<file path="src/rtl/rip_lsu_if.sv">
// Data-memory request/acknowledge bus between the load/store unit (master)
// and the memory system (slave).
interface rip_lsu_if;
    logic        mem_req;
    logic        mem_we;
    logic [31:0] mem_addr;
    logic [31:0] mem_wdata;
    logic [3:0]  mem_wstrb;
    logic        mem_ack;
    logic [31:0] mem_rdata;

    modport master (
        output mem_req, mem_we, mem_addr, mem_wdata, mem_wstrb,
        input  mem_ack, mem_rdata
    );

    modport slave (
        input  mem_req, mem_we, mem_addr, mem_wdata, mem_wstrb,
        output mem_ack, mem_rdata
    );
endinterface

</file>
<file path="src/rtl/rip_lsu.sv">
// Load/store unit: one data-memory transaction at a time, byte-lane steering for
// stores, aligned and extended load return, misalignment and bus-timeout faults.
module rip_lsu #(
    parameter int unsigned TIMEOUT_CYCLES = 255
) (
    input  logic        clk,
    input  logic        rst_n,
    input  logic        in_valid,
    output logic        in_ready,
    input  logic        is_load,
    input  logic        is_store,
    input  logic [2:0]  funct3,
    input  logic [31:0] addr,
    input  logic [31:0] wdata,
    rip_lsu_if.master   mem,
    output logic        out_valid,
    output logic [31:0] out_ldata,
    output logic        exc_misaligned,
    output logic        exc_fault
);

    typedef enum logic {IDLE, WAIT} state_t;

    localparam logic [31:0] TIMEOUT_LAST = 32'(TIMEOUT_CYCLES - 1);

    state_t      state;
    logic [2:0]  size_q;
    logic [1:0]  off_q;
    logic [31:0] tcount;

    logic        accept;
    logic        misaligned;
    logic [3:0]  strb_n;
    logic [31:0] wdata_n;
    logic [31:0] shifted;
    logic [31:0] load_val;
    logic        timeout_hit;

    // Request decode: alignment check and store lane steering from the live inputs.
    always_comb begin
        accept     = in_valid & (is_load | is_store);
        misaligned = 1'b0;
        strb_n     = 4'b1111;
        wdata_n    = wdata;
        case (funct3[1:0])
            2'b00: begin
                strb_n  = 4'b0001 << addr[1:0];
                wdata_n = {4{wdata[7:0]}};
            end
            2'b01: begin
                misaligned = addr[0];
                strb_n     = addr[1] ? 4'b1100 : 4'b0011;
                wdata_n    = {2{wdata[15:0]}};
            end
            default: begin
                misaligned = (addr[1:0] != 2'b00);
            end
        endcase
        if (!is_store) begin
            strb_n  = 4'b0000;
            wdata_n = 32'h0;
        end
    end

    // Load return: move the addressed lane down to bit 0, then extend by size/signedness.
    always_comb begin
        shifted  = mem.mem_rdata >> {off_q, 3'b000};
        load_val = shifted;
        case (size_q[1:0])
            2'b00:   load_val = size_q[2] ? {24'h0, shifted[7:0]}
                                          : {{24{shifted[7]}}, shifted[7:0]};
            2'b01:   load_val = size_q[2] ? {16'h0, shifted[15:0]}
                                          : {{16{shifted[15]}}, shifted[15:0]};
            default: load_val = shifted;
        endcase
    end

    assign timeout_hit = (TIMEOUT_CYCLES != 0) && (tcount == TIMEOUT_LAST);

    always_ff @(posedge clk) begin
        if (!rst_n) begin
            state          <= IDLE;
            in_ready       <= 1'b1;
            mem.mem_req    <= 1'b0;
            mem.mem_we     <= 1'b0;
            mem.mem_addr   <= 32'h0;
            mem.mem_wdata  <= 32'h0;
            mem.mem_wstrb  <= 4'b0000;
            out_valid      <= 1'b0;
            out_ldata      <= 32'h0;
            exc_misaligned <= 1'b0;
            exc_fault      <= 1'b0;
            tcount         <= 32'h0;
            size_q         <= 3'b000;
            off_q          <= 2'b00;
        end else begin
            out_valid      <= 1'b0;
            exc_misaligned <= 1'b0;
            exc_fault      <= 1'b0;
            case (state)
                IDLE: begin
                    if (accept && misaligned) begin
                        out_valid      <= 1'b1;
                        exc_misaligned <= 1'b1;
                        out_ldata      <= 32'h0;
                    end else if (accept) begin
                        mem.mem_req   <= 1'b1;
                        mem.mem_we    <= is_store;
                        mem.mem_addr  <= {addr[31:2], 2'b00};
                        mem.mem_wdata <= wdata_n;
                        mem.mem_wstrb <= strb_n;
                        size_q        <= funct3;
                        off_q         <= addr[1:0];
                        tcount        <= 32'h0;
                        in_ready      <= 1'b0;
                        state         <= WAIT;
                    end
                end
                WAIT: begin
                    // An ack arriving on the timeout edge still completes normally.
                    if (mem.mem_ack) begin
                        mem.mem_req <= 1'b0;
                        out_valid   <= 1'b1;
                        out_ldata   <= mem.mem_we ? 32'h0 : load_val;
                        in_ready    <= 1'b1;
                        state       <= IDLE;
                    end else if (timeout_hit) begin
                        mem.mem_req <= 1'b0;
                        out_valid   <= 1'b1;
                        exc_fault   <= 1'b1;
                        out_ldata   <= 32'h0;
                        in_ready    <= 1'b1;
                        state       <= IDLE;
                    end else begin
                        tcount <= tcount + 32'd1;
                    end
                end
                default: state <= IDLE;
            endcase
        end
    end

endmodule

</file>
<file path="src/flat_wrapper.sv">
// flat-port wrapper written by rule: the top's interface ports become plain ports
module rip_lsu_flat 
#(
    parameter int unsigned TIMEOUT_CYCLES = 255
)
  (clk, rst_n, in_valid, in_ready, is_load, is_store, funct3, addr, wdata, out_valid, out_ldata, exc_misaligned, exc_fault, mem_mem_req, mem_mem_we, mem_mem_addr, mem_mem_wdata, mem_mem_wstrb, mem_mem_ack, mem_mem_rdata);
  rip_lsu_if mem_i ();
  input  logic clk;
  input  logic rst_n;
  input  logic in_valid;
  output logic in_ready;
  input  logic is_load;
  input  logic is_store;
  input  logic [2:0] funct3;
  input  logic [31:0] addr;
  input  logic [31:0] wdata;
  output logic out_valid;
  output logic [31:0] out_ldata;
  output logic exc_misaligned;
  output logic exc_fault;
  output wire logic [$bits(mem_i.mem_req)-1:0] mem_mem_req;
  output wire logic [$bits(mem_i.mem_we)-1:0] mem_mem_we;
  output wire logic [$bits(mem_i.mem_addr)-1:0] mem_mem_addr;
  output wire logic [$bits(mem_i.mem_wdata)-1:0] mem_mem_wdata;
  output wire logic [$bits(mem_i.mem_wstrb)-1:0] mem_mem_wstrb;
  input wire logic [$bits(mem_i.mem_ack)-1:0] mem_mem_ack;
  input wire logic [$bits(mem_i.mem_rdata)-1:0] mem_mem_rdata;
  assign mem_mem_req = mem_i.mem_req;
  assign mem_mem_we = mem_i.mem_we;
  assign mem_mem_addr = mem_i.mem_addr;
  assign mem_mem_wdata = mem_i.mem_wdata;
  assign mem_mem_wstrb = mem_i.mem_wstrb;
  assign mem_i.mem_ack = mem_mem_ack;
  assign mem_i.mem_rdata = mem_mem_rdata;
  rip_lsu #(.TIMEOUT_CYCLES(TIMEOUT_CYCLES)) u_core (.clk(clk), .rst_n(rst_n), .in_valid(in_valid), .in_ready(in_ready), .is_load(is_load), .is_store(is_store), .funct3(funct3), .addr(addr), .wdata(wdata), .mem(mem_i), .out_valid(out_valid), .out_ldata(out_ldata), .exc_misaligned(exc_misaligned), .exc_fault(exc_fault));
endmodule
</file>
<file path="config.mk">
export PLATFORM = sky130hd
export DESIGN_NAME = rip_lsu_flat
export DESIGN_NICKNAME = d
export VERILOG_FILES = /design/src/rtl/rip_lsu_if.sv /design/src/rtl/rip_lsu.sv /design/src/flat_wrapper.sv
export SDC_FILE = /design/constraint.sdc
export NUM_CORES = 1
export LEC_CHECK = 0
export ABC_AREA = 0
export ABC_CLOCK_PERIOD_IN_PS = 2400
export BUFFER_PORTS_ARGS = -buffer_cell sky130_fd_sc_hd__buf_4
export CORE_MARGIN = 2
export CORE_UTILIZATION = 39
export DETAILED_ROUTE_END_ITERATION = 12
export PLACE_DENSITY = 0.73
export SKIP_LAST_GASP = 1
export SLEW_MARGIN = 20
export SYNTH_ARGS = -nofsm -noshare
export SYNTH_HDL_FRONTEND = slang
export SYNTH_SLANG_ARGS = --single-unit
</file>
<file path="constraint.sdc">
create_clock -name clk -period 2.4 [get_ports clk]
set_input_delay 0.24 -clock clk [delete_from_list [all_inputs] [get_ports clk]]
set_output_delay 0.24 -clock clk [all_outputs]
set_load 0.005 [all_outputs]
</file>
==> Yosys cells after proc, flatten, opt, wreduce, memory -nomap -nowiden <==
Index checks and enable logic that the tools add are counted.
{ "totals": {"register_bits": 142, "wordCells": 79, "out_inout_bits": 106, "inputBits": 105} }
{ "classes": {"n_reduce_logical": 10, "n_addsub": 1, "mux": 38, "n_shift": 2, "eq_ne": 9, "n_bitwise": 5} }
{ "op_table": {"columns": ["cell", "n"], "rows": [
  ["$mux W32", 11],
  ["$pmux W32 S2", 4],
  ["$add A32 B1 Y32 const B", 1],
  ["$eq A32 B8 Y1 const B", 1],
  ["$shr A32 B5 Y32", 1],
  ["$mux W1", 15],
  ["$pmux W1 S2", 5],
  ["$mux W4", 2],
  ["$pmux W4 S2", 1],
  ["$ne A2 B2 Y1 const B", 3],
  ["$reduce_and A3 Y1", 2],
  ["$eq A2 B1 Y1 const B", 2],
  ["$logic_not A2 Y1", 2],
  ["$ne A2 B1 Y1 const B", 2],
  ["$reduce_and A4 Y1", 1],
  ["$shl A1 B2 Y4 const A", 1],
  ["$ne A3 B3 Y1 const B", 1],
  ["$not A1 Y1", 3],
  ["$reduce_or A3 Y1", 1],
  ["$reduce_and A2 Y1", 1],
  ["$reduce_bool A2 Y1", 1],
  ["$reduce_or A2 Y1", 1],
  ["$and A1 B1 Y1", 1],
  ["$logic_and A1 B1 Y1", 1],
  ["$or A1 B1 Y1", 1]
]} }

==> Depth between registers and ports, before layout <==
{ "depth": {"depth_word": 6, "ltp_mapped": 8} }

==> Worst setup path after synthesis <==
OpenSTA, ideal clock, no wires.
{ "synth_timing": {"kind": "flip-flop to flip-flop", "start": "register u_core.tcount[0]", "end": "register u_core.out_ldata[27]", "arrival_time_ps": 1900, "period_less_slack_ps": 2017, "path_slack_ps": 383, "path_stages_with_launch": 9, "setup_ps": 117, "n_path_buf": 1, "required_time_ps": 2283, "path_cell_list": "dfxtp_1 inv_1 ha_1 nor4b_1 nand4_1 o31ai_2 a211oi_1 buf_2 a22o_1"} }
{ "synth_between": {"elab_chain_cells": 3} }
{ "synth_lines": {"columns": ["element", "line", "text"], "rows": [
  ["start: declaration", "rip_lsu.sv:29", "logic [31:0] tcount;"],
  ["start signal: assignment", "rip_lsu.sv:135", "tcount <= tcount + 32'd1;"],
  ["$eq A32 B8 Y1", "rip_lsu.sv:78", "assign timeout_hit = (TIMEOUT_CYCLES != 0) && (tcount == TIMEOUT_LAST);"],
  ["$ne A3 B3 Y1 (no source line)", null, null],
  ["$reduce_and A2 Y1 (no source line)", null, null],
  ["end signal: assignment", "rip_lsu.sv:124", "out_ldata <= mem.mem_we ? 32'h0 : load_val;"],
  ["end: declaration", "rip_lsu.sv:17", "output logic [31:0] out_ldata,"]
]} }
No other way between the ends.
A chain may end at the register's enable or synchronous reset.

==> Final worst setup path <==
{ "layout_timing": {"start": "register u_core.tcount[0]", "end": "register u_core.out_ldata[30]"} }
Same word-level chain as after synthesis.

==> out/qor.txt <==
status -> finished, final reports clean
r2r startpoint -> u_core.tcount[0]
DP HPWL -> 12510 um
Clock Skew -> 0.007084 ns
Final GP Congestion -> 0.8595
Total GRT Usage -> 20.03%
Worst path max stage delay -> 0.45 ns
setup TNS -> 0 ns
Starting Density -> 39.56%
dominant cell by count in the synthesized netlist -> nand2_1
layout cell share with drive strength beyond 1 -> 30.65%
Reg2Reg Setup Slack -> 0.34 ns
Detail Route Antenna Nets -> 0
Clock Power Share -> 47.8%
Area after DPL -> 8117 sq um
Fmax -> 0.4864 GHz
RSZ-0062 raised after global routing -> no
Max Cap Viol -> 0
clock sink count -> 142
Worst setup EP type -> flip-flop
ys flop type -> dfxtp_1
Worst-Margin Slew -> 0.6910 ns
post-synthesis sequential area ratio -> 45.57%
Layout Nets -> 1039
Critical-path top delay cell -> o31ai_2
total chip power -> 0.005945 W
pwr/cell area -> 679.3 nW/um^2
initial antenna violation count -> 0
DR WL/cell -> 15.11 um
post-DR vias/cell -> 5.090
Switch Pwr -> 0.001346 W
global-route wire length before repair -> 26760 um
final count of negative-setup-slack endpoints -> 0
fin crit period -> 2.056 ns
hold path cells -> 2
fillers -> 1505
leakage power -> 3.645 nW
number of remaining DRC errors -> 0
worst hold margin -> 0.05349 ns
Clock Pin Slew Worst Setup and Hold Paths -> 0.06 ns
count of buffers from port buffering -> 208
cts hold-fix bufs -> 0
Setup Buffers After CTS -> 0
max-slew violations -> 0
utilization after layout -> 55.49%
First-pass DRT Iterations -> 6
Int Pwr -> 0.004599 W
Syn Inst Count -> 726
DIE AREA -> 17020 sq um
Synth top area share -> 45.57%
CP arrival -> 2.37 ns
worst skew pair latency -> 0.42 ns
CP required -> 2.71 ns
worst hold start -> wdata[2]
EDFF count, synth -> 0
Die Y -> 130.5 um
CTS root buf -> clkbuf_16
Switching Fraction -> 22.64%
Floorplan Core Area -> 15770 sq um
vias in the first global route -> 5280
largest net degree at the start of global routing -> 39
Hold Violations, Final -> 0
HP Class -> primary input to flip-flop
DIE WIDTH -> 130.5 um
Crit Path Category -> flip-flop to flip-flop
critical-path maximum fanout -> 32
H-tree levels -> 4
Post-Syn Area -> 6238 sq um
FFs w/ async S/R, synth -> 0%
post-CTS sizing -> 0
1st-iter DRT viols -> 297
Yosys cell types -> 49
total CTS buffers -> 17
relative slew slack -> 53.59%
sequential power share -> 41.4%
period utilization -> 85.66%
total gr overflow -> 0
Ant. Diodes -> 0
total number of yosys warnings -> 0
Worst Hold Path EP -> u_core.mem.mem_wdata[2]
critical path cell sequence -> inv_1 -> ha_1 -> nor4b_1 -> nand4_1 -> o31ai_2 -> a211oi_4 -> buf_12 -> a22o_1
Comb pwr share -> 10.8%
synth top area cells -> dfxtp_1 (46%), nand2_1 (8.8%), mux2i_1 (7.1%)
RR Endpoint -> u_core.out_ldata[30]
syn avg cell area -> 8.593 sq um
CTS tree -> yes
Top Ports -> 211
Std-Cell Rows -> 46
Worst Reg-to-Reg Cells -> 8
Peak supply drop -> 0.5335 mV
Synth area leader -> dfxtp_1
CP startpoint kind -> flip-flop
post-route cell area -> 8751 sq um
Routed WL -> 17520 um
Post-synth top cells -> nand2_1 (147), dfxtp_1 (142), a21oi_1 (63), o21ai_0 (51), mux2i_1 (44)
Max clock buf depth -> 2
P&R area growth vs syn -> 40.27%
flops & latches, synth -> 142
Vias -> 5899
==> logic make-up after synthesis <==
| kind of cell | Yosys count | share of synthesized area, % |
|---|---|---|
| buffers and inverters | 63 | 4.112 |
| xor gates and xnor gates | 16 | 2.246 |
| muxes | 52 | 8.504 |
| other | 1 | 0.06011 |
| adders and majority gates | 2 | 0.4011 |
| and+or+nand+nor | 264 | 19.62 |
| AOI/OAI and AO/OA | 186 | 19.49 |
| DFF | 142 | 45.57 |
==> layout by cell type (no fill, tap or decap), drive strengths merged, types with 3 or more instances in the layout <==
cell type  instances
buf              237
dfxtp            142
inv               12
nand2b             3
clkinvlp           3
o31ai             10
and3               6
a21oi             63
nand4             16
nor3              10
nor2              38
a2111o             3
mux2               8
clkbuf            19
nand3             13
o2bb2ai           16
bufinv             5
nand2            149
xnor2              4
o21a               4
o21ai             51
nor4               8
a22o              25
clkinv             3
or4                9
o2111ai            6
mux2i             44
xor2              12
nor2b              3
==> through the flow <==
stage	setup WS [ns]	cells
2_1_floorplan	0.3833	727
4_1_cts	0.3398	1159
3_3_place_gp	0.3118	1129
3_5_place_dp	0.2542	1129
5_1_grt	0.1394	1159
6_report	0.3442	1159
==> flip-flops by register name, indices dropped and copies added (netlist names) <==
signal,cells
u_core.exc_fault,1
u_core.exc_misaligned,1
u_core.in_ready,1
u_core.mem.mem_addr,30
u_core.mem.mem_req,1
u_core.mem.mem_wdata,32
u_core.mem.mem_we,1
u_core.mem.mem_wstrb,4
u_core.off_q,2
u_core.out_ldata,32
u_core.out_valid,1
u_core.size_q,3
u_core.state,1
u_core.tcount,32
==> power by group through the flow <==
stage	sequential [W]	clock, W	combinational (W)
2_1_floorplan	0.00251	0	0.000302
3_3_place_gp	0.00251	0	0.000638
3_5_place_dp	0.00251	0	0.000645
4_1_cts	0.00246	0.00290	0.000646
5_1_grt	0.00247	0.00299	0.000702
6_report	0.00246	0.00284	0.000644
==> critical path, delay by kind of cell, from the launching register on <==
kind                       cells  cell delay (ns)
AOI/OAI and AO/OA              3             0.81
adders and majority gates      1             0.14
buffers and inverters          2             0.25
DFF                            1             0.31
and+or+nand+nor                2             0.42
==> worst max-delay path by stage <==
stage,startpoint,end,cells after the start
final,u_core.tcount[0],u_core.out_ldata[30],8
after CTS,u_core.tcount[0],u_core.out_ldata[31],8
after floorplan,u_core.tcount[0],u_core.out_ldata[27],8
after global placement,addr[0],u_core.mem.mem_addr[4],7
after detailed placement,is_store,u_core.tcount[2],7
after global routing,u_core.tcount[8],u_core.tcount[31],5
==> metal layers <==
layer  global-route usage (%)  vias up  wire length (um)
met1                    25.65     2708              7854
li1                         -     2983                 -
met2                    32.58      183              8221
met4                    7.134        0               328
met5                        0        -                 0
met3                    5.578       25              1113
==> layout make-up <==
cell class | instances | area, sq um | share of cell area (%)
multi-input combinational | 522 | 3167 | 36.19
clock buffer | 19 | 442.9 | 5.061
sequential | 142 | 2843 | 32.49
timing repair buffer | 237 | 1792 | 20.47
clock inverter | 11 | 191.4 | 2.188
tap | 216 | 270.3 | 3.088
inverter | 12 | 45.04 | 0.5147
No activity file was read; power rests on OpenSTA's default activity.
